## src/rtl/alarm_sequencer.sv

```systemverilog
// Alarm ring lifecycle: IDLE -> ARMED -> RINGING <-> SNOOZE, with ring timeout and snooze limit.
// Optional macro ALARM_PATTERN_EN: buzzer beeps 1 s on / 1 s off instead of sounding continuously.
module alarm_sequencer #(
  parameter int RING_SECS   = 60,
  parameter int SNOOZE_SECS = 300,
  parameter int MAX_SNOOZE  = 3
) (
  input  logic        clk_out,
  input  logic        reset,
  input  logic        alm,
  input  logic [16:0] sec_cnt,
  input  logic [16:0] alm_cnt,
  input  logic        snooze,
  input  logic        stop,
  output logic        buzz,
  output logic        ringing,
  output logic        snoozing,
  output logic [2:0]  snooze_left,
  output logic [1:0]  state
);

  typedef enum logic [1:0] {
    IDLE    = 2'd0,
    ARMED   = 2'd1,
    RINGING = 2'd2,
    SNOOZE  = 2'd3
  } state_e;

  localparam logic [16:0] SEC_PER_DAY = 17'd86400;
  localparam logic [7:0]  RING_LAST   = 8'(RING_SECS - 1);
  localparam logic [2:0]  SNZ_MAX     = 3'(MAX_SNOOZE);
  localparam logic [17:0] SNZ_DELAY   = 18'(SNOOZE_SECS);

  state_e      state_q;
  logic [2:0]  snooze_left_q;
  logic [7:0]  ring_cnt_q;
  logic [16:0] snz_target_q;
  logic [16:0] sec_prev_q;
  logic        snooze_prev_q;
  logic        stop_prev_q;

  logic        tick;
  logic        snz_edge;
  logic        stp_edge;
  logic        alm_match;
  logic        snz_match;
  logic [17:0] snz_sum;
  logic [16:0] snz_target_d;

  assign tick     = (sec_cnt != sec_prev_q);
  assign snz_edge = snooze & ~snooze_prev_q;
  assign stp_edge = stop & ~stop_prev_q;

  // Out-of-range alarm times must never ring, even if sec_cnt is driven out of range.
  assign alm_match = tick && (alm_cnt < SEC_PER_DAY) && (sec_cnt == alm_cnt);
  assign snz_match = tick && (sec_cnt == snz_target_q);

  // Snooze target wraps across midnight; the sum fits in 18 bits for legal parameters.
  assign snz_sum      = {1'b0, sec_cnt} + SNZ_DELAY;
  assign snz_target_d = (snz_sum >= {1'b0, SEC_PER_DAY}) ? 17'(snz_sum - {1'b0, SEC_PER_DAY})
                                                          : snz_sum[16:0];

  always_ff @(posedge clk_out) begin
    if (reset) begin
      state_q       <= IDLE;
      snooze_left_q <= SNZ_MAX;
      ring_cnt_q    <= '0;
      snz_target_q  <= '0;
      sec_prev_q    <= sec_cnt;
      snooze_prev_q <= 1'b0;
      stop_prev_q   <= 1'b0;
    end else begin
      sec_prev_q    <= sec_cnt;
      snooze_prev_q <= snooze;
      stop_prev_q   <= stop;
      if (!alm) begin
        state_q       <= IDLE;
        snooze_left_q <= SNZ_MAX;
      end else begin
        case (state_q)
          IDLE: state_q <= ARMED;
          ARMED: begin
            if (alm_match) begin
              state_q    <= RINGING;
              ring_cnt_q <= '0;
            end
          end
          RINGING: begin
            if (stp_edge) begin
              state_q       <= ARMED;
              snooze_left_q <= SNZ_MAX;
            end else if (snz_edge && snooze_left_q != 3'd0) begin
              state_q       <= SNOOZE;
              snooze_left_q <= snooze_left_q - 3'd1;
              snz_target_q  <= snz_target_d;
            end else if (tick) begin
              // Timeout counts ticks, so a ring spanning midnight still lasts RING_SECS.
              if (ring_cnt_q == RING_LAST) begin
                state_q       <= ARMED;
                snooze_left_q <= SNZ_MAX;
              end else begin
                ring_cnt_q <= ring_cnt_q + 8'd1;
              end
            end
          end
          SNOOZE: begin
            if (stp_edge) begin
              state_q       <= ARMED;
              snooze_left_q <= SNZ_MAX;
            end else if (snz_match) begin
              state_q    <= RINGING;
              ring_cnt_q <= '0;
            end
          end
          default: state_q <= IDLE;
        endcase
      end
    end
  end

  assign state       = state_q;
  assign ringing     = (state_q == RINGING);
  assign snoozing    = (state_q == SNOOZE);
  assign snooze_left = snooze_left_q;

`ifdef ALARM_PATTERN_EN
  assign buzz = ringing && (ring_cnt_q[0] == 1'b0);
`else
  assign buzz = ringing;
`endif

endmodule

```

## config.mk

```make
export PLATFORM = sky130hd
export DESIGN_NAME = alarm_sequencer
export DESIGN_NICKNAME = d
export VERILOG_FILES = /design/src/rtl/alarm_sequencer.sv
export SDC_FILE = /design/constraint.sdc
export NUM_CORES = 1
export LEC_CHECK = 0
export BUFFER_PORTS_ARGS = -buffer_cell sky130_fd_sc_hd__buf_2
export CAP_MARGIN = 20
export CORE_MARGIN = 2
export CORE_UTILIZATION = 40
export CTS_CLUSTER_DIAMETER = 200
export DETAILED_ROUTE_END_ITERATION = 10
export SYNTH_ARGS = -nofsm -noshare
export SYNTH_HDL_FRONTEND = slang
export SYNTH_SLANG_ARGS = --single-unit
```

## constraint.sdc

```tcl
create_clock -name clk_out -period 2.5 [get_ports clk_out]
set_clock_uncertainty 0.15 [all_clocks]
set_input_delay 0.25 -clock clk_out [delete_from_list [all_inputs] [get_ports clk_out]]
set_output_delay 0.25 -clock clk_out [all_outputs]
set_load 0.01 [all_outputs]
```

Yosys cells after proc, flatten, opt, wreduce, memory -nomap -nowiden
Index checks and enable logic that the tools add are counted.
{"block": "totals", "register_bits": 49, "out_inout_bits": 8, "wordCells": 73}
{"block": "classes", "bitwise": 6, "mux": 23, "n_eq_ne": 18, "n_lt_le_gt_ge": 2, "add_sub_neg": 4, "reduce_logical": 13}
{"cell": "8-bit 2-to-1 mux", "count": 7}
{"cell": "17-bit == test", "count": 2}
{"cell": "8-bit one-hot mux with 3 select lines", "count": 1}
{"cell": "17-bit by 9-bit adder with 18-bit output, second input constant", "count": 1}
{"cell": "18-bit by 17-bit >= comparator with 1-bit output, second input constant", "count": 1}
{"cell": "17-bit less-than comparator, second input constant", "count": 1}
{"cell": "17-bit 2-to-1 mux", "count": 1}
{"cell": "17-bit != test", "count": 1}
{"cell": "17-bit subtractor, second input constant", "count": 1}
{"cell": "3-bit 2-to-1 mux", "count": 5}
{"cell": "2-bit 2-to-1 mux", "count": 7}
{"cell": "4-bit AND reduction", "count": 3}
{"cell": "2-bit != test, second input constant", "count": 5}
{"cell": "9-bit AND reduction", "count": 1}
{"cell": "8-bit by 1-bit adder with 8-bit output, second input constant", "count": 1}
{"cell": "8-bit by 6-bit == test with 1-bit output, second input constant", "count": 1}
{"cell": "4-bit by 1-bit != test with 1-bit output, second input constant", "count": 2}
{"cell": "2-bit one-hot mux with 4 select lines", "count": 1}
{"cell": "2-bit by 1-bit != test with 1-bit output, second input constant", "count": 3}
{"cell": "3-bit one-hot mux with 2 select lines", "count": 1}
{"cell": "3-bit nonzero test", "count": 2}
{"cell": "2-bit == test, second input constant", "count": 2}
{"cell": "1-bit logical AND", "count": 4}
{"cell": "1-bit inverter", "count": 4}
{"cell": "other kinds (7)", "count": 8}

Logic depth before layout (Yosys ltp)
Gate-level depths: netlist (run 1).
{"block": "logic_depth", "depth_word": 6, "ltp_mapped": 11, "mapped_depth_nobuf": 10}

Least setup slack after synthesis (run 1)
No wires, ideal clock.
{"block": "synth_path", "path_type": "input -> register", "from": "input port sec_cnt[3]", "to": "register snz_target_q[10]", "cell_stages": 11, "arrival_ns": 2.453, "required_time_ns": 2.287, "setup_time_ns": 0.063, "path_slack_ns": -0.166, "path_buffers": 1, "path_cell_list": "buf_2 inv_1 ha_1 nand2b_1 a211oi_4 nand2_1 a22oi_4 o311ai_4 a221o_1 a2111oi_2 nand3b_1"}
{"block": "synth_via", "elab_chain_len": 3, "word_cells_on_any_way": 4}
{"item": "start, declared", "line_no": "11", "source": "input logic [16:0] sec_cnt,"}
{"item": "17-bit by 9-bit adder with 18-bit output *", "line_no": "59", "source": "assign snz_sum = {1'b0, sec_cnt} + SNZ_DELAY;"}
{"item": "17-bit subtractor / 18-bit by 17-bit >= comparator with 1-bit output (equally long branches)", "line_no": "60", "source": "assign snz_target_d = (snz_sum >= {1'b0, SEC_PER_DAY}) ? 17'(snz_sum - {1'b0, SEC_PER_DAY})"}
{"item": "17-bit 2-to-1 mux *", "line_no": "60"}
{"item": "end signal, assigned", "line_no": "95", "source": "snz_target_q <= snz_target_d;"}
{"item": "end, declared", "line_no": "37", "source": "logic [16:0] snz_target_q;"}
Every way passes the cells marked *; elsewhere a longest branch is shown, timed or not.
A chain may end at the register's enable or synchronous reset.

Worst setup path after layout (run 1)
{"block": "layout_path", "from": "register sec_prev_q[15]", "to": "register ring_cnt_q[5]"}
{"block": "layout_via", "elab_chain_len": 5, "word_cells_on_any_way": 8}
{"item": "start, declared", "line_no": "38", "source": "logic [16:0] sec_prev_q;"}
{"item": "start signal, assigned", "line_no": "69", "source": "sec_prev_q <= sec_cnt;"}
{"item": "start signal, assigned", "line_no": "73", "source": "sec_prev_q <= sec_cnt;"}
{"item": "17-bit != test *", "line_no": "50", "source": "assign tick = (sec_cnt != sec_prev_q);"}
{"item": "1-bit logical AND (2 in series)", "line_no": "55", "source": "assign alm_match = tick && (alm_cnt < SEC_PER_DAY) && (sec_cnt == alm_cnt);"}
{"item": "2-bit != test (no source line)"}
{"item": "9-bit AND reduction (no source line) *"}
{"item": "end signal, assigned", "line_no": "102", "source": "ring_cnt_q <= ring_cnt_q + 8'd1;"}
{"item": "end, declared", "line_no": "36", "source": "logic [7:0] ring_cnt_q;"}
Marked as above.

==> qor.txt, run 1 <==
RUN STATUS
--------------------------------------------------------------------------------
Status                                                                 completed

GRT
--------------------------------------------------------------------------------
Via count of the first global-routing pass                                  2905
First-pass GRT wire length                                              13.94 mm
Number of antenna violations at the first check in global routing              0
Largest net degree at the start of global routing                             24
Overall track demand over capacity in global routing                      0.1991
Grt total ovfl                                                                 0

CLOCK NETWORK
--------------------------------------------------------------------------------
H-tree level count                                                             2
CTS tree                                                                   built
Clk_lat worst skew                                                        310 ps
Number of CTS-inserted buffers                                                 5
Clk slew on worst S/H paths                                               100 ps
Root cell of the clock tree                                         sky130_fd_sc_hd__clkbuf_8
Max Buffers Root-to-Sink                                                       2
Number of clock sinks                                                         49

DIE
--------------------------------------------------------------------------------
Starting utilization of the core area                                     0.4162
DIE WIDTH                                                               94.13 um
CORE AREA                                                             7807 sq um
Area enclosed by the die boundary                                     8860 sq um
Number of cell rows                                                           32
Top-level port count                                                          47
Chip height                                                             94.13 um

ROUTE
--------------------------------------------------------------------------------
Wire length on met2                                                     4.012 mm
Post-DR vias/cell                                                          5.229
DRC                                                                            0
Routed length on met1                                                   4.304 mm
Wire per inst                                                           14.67 um
Via count of the routed design                                              3106
Antenna-violating nets left                                                    0
Wire length on met3                                                       318 um
Routed wire length                                                      8.714 mm
Count of TritonRoute iterations in the first routing pass                      4
Top layer used by detailed routing                                          met4
First DRT Iteration DRCs                                                     205

PLACE
--------------------------------------------------------------------------------
DP HPWL                                                                 6.813 mm
RD Place Congestion                                                       0.8752
Minimum setup slack after placement                                    -267.3 ps
IO Port Bufs                                                                  46
DP Cell Count                                                                579

STA
--------------------------------------------------------------------------------
Final clock period utilization by the worst path                          0.9762
Worst hold slack                                                        5.578 ps
Least-Margin Pin Slew                                                   485.2 ps
Max Clock Freq                                                         409.8 MHz
Unrepaired setup endpoints after global routing                             true
Final critical-path required period                                      2440 ps
Final Worst Setup Slack                                                 59.53 ps
Number of setup violations in the final report                                 0
Final slew viol count                                                          0
Final hold vios                                                                0
Remaining max-slew budget at the tightest pin                             0.6765

SETUP PATH
--------------------------------------------------------------------------------
Kind of capture point of the worst setup path                               flop
Crit Reg-Reg Startpoint                                             sec_prev_q[15]
Worst setup path start                                              sec_prev_q[15]
Endpoint of the most critical setup path                            ring_cnt_q[5]
Biggest fanout along the worst timing path                                     6
Worst setup SP type                                                         flop
R2R cell count                                                                11
Setup slack, reg-to-reg                                                    60 ps
FF-to-FF End                                                        ring_cnt_q[5]
Type of the setup path with the least slack                              reg2reg
Worst endpoint data arrival time                                         2530 ps
Data required time of the worst path                                     2590 ps

SYNTH
--------------------------------------------------------------------------------
Cell accounting for the most synthesized area                       sky130_fd_sc_hd__dfxtp_1
Synth unique cells                                                            65
Average size of a mapped cell                                        8.375 sq um
Post-synthesis share of cell area spent on xor and xnor gates             0.1764
Most instantiated flip-flop cell in the synthesis netlist           sky130_fd_sc_hd__dfxtp_1
Mapped Cells                                                                 388
Top-count cell post-synth                                           sky130_fd_sc_hd__dfxtp_1
Post-synthesis register bit count                                             49
Post-synth ARST share                                                          0
Share of the yosys chip area belonging to registers                       0.3019
Cell types occupying the most area after synthesis                  sky130_fd_sc_hd__dfxtp_1 30%, sky130_fd_sc_hd__xnor2_1 8.9%, sky130_fd_sc_hd__xor2_1 6.7%
Synth Area in Compound Gates                                              0.1814
Adder-cell share of the synthesized area                                 0.01925
Area share of and/or/nand/nor cells after synthesis                       0.2395
Post-synthesis cell area                                              3249 sq um
Main combinational cell family by area after synthesis              simple AND/OR/NAND/NOR gates
Number of synthesized flops with an enable pin                                 0
Syn_nets                                                                     432
Top-area cell type share of the netlist area                              0.3019
Number of warnings issued by yosys                                             0
Leading cell types by count after synthesis                         49 x sky130_fd_sc_hd__dfxtp_1, 44 x sky130_fd_sc_hd__nand2_1, 33 x sky130_fd_sc_hd__xnor2_1
Portion of netlist area occupied by mux cells                            0.02464

RUN
--------------------------------------------------------------------------------
Max capacitance violation total                                                0

FINISH
--------------------------------------------------------------------------------
Layout fillers                                                               737
Area growth, synth to finish                                              32.00%
Number of cells in the finished layout apart from fillers                    594
Fraction of layout instances using a drive strength above 1               0.3252
Fin nets                                                                     535
Antenna cells                                                                  0

POWER AND IR DROP
--------------------------------------------------------------------------------
Leak                                                                    1.769 nW
Power per cell area                                                 448.4 nW/um^2
Worst-case vdd ir drop                                                 0.3276 mV

WORST HOLD PATH
--------------------------------------------------------------------------------
Hold crit path type                                                       in2reg

==> cells in the final DEF, fill, tap and decap left out, drive strengths merged, types with 12 or more instances in the layout <==
master  instances
inv            14
xnor2          35
xor2           27
nor2           27
nand2          44
o21ai          13
a21oi          15
dfxtp          49
nand3          20
nand4          12
buf           117
==> critical path: stages, from the launching register on <==
cell	delay, ps
sky130_fd_sc_hd__dfxtp_2	330
sky130_fd_sc_hd__xor2_1	140
sky130_fd_sc_hd__nor4_1	270
sky130_fd_sc_hd__buf_4	160
sky130_fd_sc_hd__nand4_1	170
sky130_fd_sc_hd__nor2_1	180
sky130_fd_sc_hd__buf_4	160
sky130_fd_sc_hd__o211ai_1	150
sky130_fd_sc_hd__buf_4	200
sky130_fd_sc_hd__and4_4	190
sky130_fd_sc_hd__nand4_1	90
sky130_fd_sc_hd__mux2i_1	190
==> where the power goes <==
part	internal, mW	total, mW	switching (mW)
sequential	0.798	0.807	0.00922
combinational	0.198	0.414	0.216
clock	0.403	0.702	0.299
==> worst min-delay path by stage <==
| stage | startpoint | to | slack, ps | depth (start not counted) |
|---|---|---|---|---|
| floorplan | sec_cnt[0] | sec_prev_q[0] | 130 | 0 |
| global placement | sec_cnt[0] | sec_prev_q[0] | 290 | 1 |
| detailed placement | sec_cnt[0] | sec_prev_q[0] | 300 | 1 |
| CTS | sec_cnt[8] | sec_prev_q[8] | 0.5 | 1 |
| global route | sec_cnt[2] | sec_prev_q[2] | 0.3 | 1 |
| finish | sec_cnt[12] | sec_prev_q[12] | 6 | 1 |
==> through the flow <==
step	TNS (ps)	power [mW]	utilization	cell area [sq um]
after CTS	0	1.928	0.5407	4222
after floorplan	-11.13	1.066	-	3306
after detailed placement	-2562	1.227	0.5184	4048
after global placement	-2071	1.220	0.5184	4048
after global routing	-213.3	2.003	0.5494	4289
final	0	1.923	0.5494	4289
==> sequential cells by signal, indices dropped and copies added, names as in the netlist <==
| register | count |
|---|---|
| ring_cnt_q | 8 |
| sec_prev_q | 17 |
| snooze_left | 3 |
| snooze_prev_q | 1 |
| snz_target_q | 17 |
| state | 2 |
| stop_prev_q | 1 |
==> layer usage <==
metal | track usage | vias up
met4 | 0.04589 | 0
li1 | - | 1574
met3 | 0.03050 | 9
met5 | 0 | -
met2 | 0.3244 | 59
met1 | 0.2763 | 1464
==> layout make-up <==
type                    count  area [sq um]  share of cell area
inverters                  14         57.56             0.01342
flip-flops and latches     49         982.2              0.2290
multi-input cells         300          2156              0.5026
repair buffers            121         828.3              0.1931
clock buffers               5         68.82             0.01604
clock inverters             3         68.82             0.01604
well taps                 102         127.6             0.02975
==> timing repair <==
action,CTS,global route
buffers inserted,0,3
setup endpoints to repair,2,10
pin swaps,0,6
hold buffers,3,1
resized for setup,1,9
hold endpoints to repair,3,1
==> logic make-up after synthesis <==
group	count (synthesis)
buffers and inverters	39
flip-flops	49
XOR/XNOR	62
multiplexers	8
adder cells (fa/ha/maj)	5
AO/OA/AOI/OAI	73
AND/OR/NAND/NOR	152
Power figures use the tool's default switching activity.
==> run 2: changes to the inputs <==
- PLACE_DENSITY: not set -> 0.66
==> run 2 against run 1 <==
  * Combinational power fell by 1%
  * Count of clock-buffer cells in the layout rose by 1
  * Clock power fell by 30%
  * Non-clock buffer count fell by 8
  * Sequential share of layout area rose by 0.50 points
  * Largest power group unchanged
  * Routed wire length fell by 1.6%
  * Utilization fell by 1.3 points
==> qor.txt, run 2 (same netlist as run 1, synthesis figures left out) <==
RUN STATUS
--------------------------------------------------------------------------------
Status                                                                 completed

SETUP PATH
--------------------------------------------------------------------------------
Kind of capture point of the worst setup path                               flop
Worst endpoint data arrival time                                         2470 ps
Type of the setup path with the least slack                              reg2reg
Data required time of the worst path                                     2590 ps
Biggest fanout along the worst timing path                                     3
Worst setup SP type                                                         flop

ROUTE
--------------------------------------------------------------------------------
Routed wire length                                                      8.575 mm
Count of TritonRoute iterations in the first routing pass                      4
DRC                                                                            0
Via count of the routed design                                              3078
Post-DR vias/cell                                                          5.262
Antenna-violating nets left                                                    0
First DRT Iteration DRCs                                                     138
Wire per inst                                                           14.66 um

DIE
--------------------------------------------------------------------------------
Chip height                                                             94.13 um
Area enclosed by the die boundary                                     8860 sq um
Starting utilization of the core area                                     0.4162
Top-level port count                                                          47
Number of cell rows                                                           32
CORE AREA                                                             7807 sq um
DIE WIDTH                                                               94.13 um

PLACE
--------------------------------------------------------------------------------
DP Cell Count                                                                575
DP HPWL                                                                 6.724 mm
Minimum setup slack after placement                                    -262.2 ps
RD Place Congestion                                                       0.8643
IO Port Bufs                                                                  46

STA
--------------------------------------------------------------------------------
Final clock period utilization by the worst path                          0.9508
Remaining max-slew budget at the tightest pin                             0.6762
Least-Margin Pin Slew                                                   485.7 ps
Final slew viol count                                                          0
Final Worst Setup Slack                                                 123.0 ps
Max Clock Freq                                                         420.7 MHz
Final hold vios                                                                0
Final critical-path required period                                      2377 ps
Number of setup violations in the final report                                 0

FINISH
--------------------------------------------------------------------------------
Registers with the most flip-flops                                  sec_prev_q x17, snz_target_q x17, ring_cnt_q x8
Most common cell after layout, fill and taps aside                  sky130_fd_sc_hd__buf_4
Area growth, synth to finish                                              29.00%
Antenna cells                                                                  0
Fin nets                                                                     527
Utilization after layout                                                  0.5369
Most frequent cells in the layout                                   63 x sky130_fd_sc_hd__buf_4, 49 x sky130_fd_sc_hd__dfxtp_1, 46 x sky130_fd_sc_hd__buf_2, 44 x sky130_fd_sc_hd__nand2_1, 31 x sky130_fd_sc_hd__xnor2_1
Number of cells in the finished layout apart from fillers                    585
Fraction of layout instances using a drive strength above 1               0.3188

CLOCK NETWORK
--------------------------------------------------------------------------------
CTS tree                                                                   built
Root cell of the clock tree                                         sky130_fd_sc_hd__clkbuf_8
Max Buffers Root-to-Sink                                                       2
Clk slew on worst S/H paths                                                90 ps
Number of CTS-inserted buffers                                                 5
H-tree level count                                                             2
Number of clock sinks                                                         49
Clk_lat worst skew                                                        310 ps

GRT
--------------------------------------------------------------------------------
Grt total ovfl                                                                 0
Largest net degree at the start of global routing                             24
Overall track demand over capacity in global routing                      0.2048
First-pass GRT wire length                                              14.51 mm
Via count of the first global-routing pass                                  3020
Number of antenna violations at the first check in global routing              0

POWER AND IR DROP
--------------------------------------------------------------------------------
Combinational Power Share                                                  0.240
Sequential power share                                                     0.472
Share of power burned in the clock network                                 0.289
Switching part of the total power                                         0.2923
Power per cell area                                                 408.2 nW/um^2
Leak                                                                    1.713 nW
Internal power contribution                                             1.211 mW
Net Switching                                                           500.0 uW
Total chip power                                                        1.711 mW
Worst-case vdd ir drop                                                 0.2480 mV

WORST HOLD PATH
--------------------------------------------------------------------------------
Hold crit path type                                                       in2reg

RUN
--------------------------------------------------------------------------------
Max capacitance violation total                                                0

-- run 2: cell types whose count changed in the layout (fill, tap and decap cells not counted), sizes merged --
cell	previous run	this run
inv	14	13
dlygate4sd3	4	2
bufinv	2	0
buf	117	111
clkinvlp	0	1
clkbuf	5	6
-- run 2: metal layers --
layer	wire, um	vias to the layer above	global-route usage
li1	-	1565	-
met1	3968	1445	0.2750
met2	4078	54	0.3286
met3	339	14	0.04254
met4	189	0	0.06401
met5	0	-	0
-- run 2: metrics by stage --
step,instance area [sq um],TNS [ps],hold WS [ps]
6_report,4192,0,9.792
3_5_place_dp,4018,-2632,296.8
5_1_grt,4192,-1.625,13.07
2_1_floorplan,3306,-11.13,127.7
4_1_cts,4128,0,8.681
3_3_place_gp,4018,-1916,291.6
-- run 2: worst max-delay path, cell delays in order, from the launching register on --
cell,delay (ps)
sky130_fd_sc_hd__dfxtp_1,320
sky130_fd_sc_hd__xor2_1,130
sky130_fd_sc_hd__nor4_1,310
sky130_fd_sc_hd__buf_4,170
sky130_fd_sc_hd__nand4_1,190
sky130_fd_sc_hd__o2111ai_2,280
sky130_fd_sc_hd__o211ai_1,220
sky130_fd_sc_hd__and4_1,240
sky130_fd_sc_hd__nand4_1,110
sky130_fd_sc_hd__mux2i_1,180
-- run 2: what timing repair did --
| action | 4_1_cts | 5_1_grt |
|---|---|---|
| hold buffers | 2 | 0 |
| resized for setup | 0 | 12 |
| hold endpoints to repair | 2 | 0 |
| setup endpoints to repair | 0 | 10 |
| setup buffers | 0 | 1 |
-- run 2: path summary, 6_finish.rpt --
path	cells past startpoint	endpoint	start	slack, ps
max reg2reg	9	ring_cnt_q[5]	sec_prev_q[9]	120
max	9	ring_cnt_q[5]	sec_prev_q[9]	120
min	2	snooze_prev_q	snooze	10
min reg2reg	2	snz_target_q[5]	snz_target_q[5]	320
-- run 2: final cells by class --
| class | instances | area (sq um) |
|---|---|---|
| Clock buffer | 6 | 82.58 |
| Clock inverter | 1 | 7.507 |
| Fill cell | 732 | 3616 |
| Inverter | 14 | 57.56 |
| Multi-Input combinational cell | 300 | 2172 |
| Sequential cell | 49 | 980.9 |
| Tap cell | 102 | 127.6 |
| Timing Repair Buffer | 113 | 763.2 |
-- run 2: power groups by stage --
stage	Sequential [mW]	Combinational, mW	Clock, mW
after CTS	0.807	0.404	0.504
after floorplan	0.822	0.244	0
after global routing	0.809	0.449	0.535
after global placement	0.824	0.391	0
after detailed placement	0.825	0.399	0
final	0.807	0.410	0.494
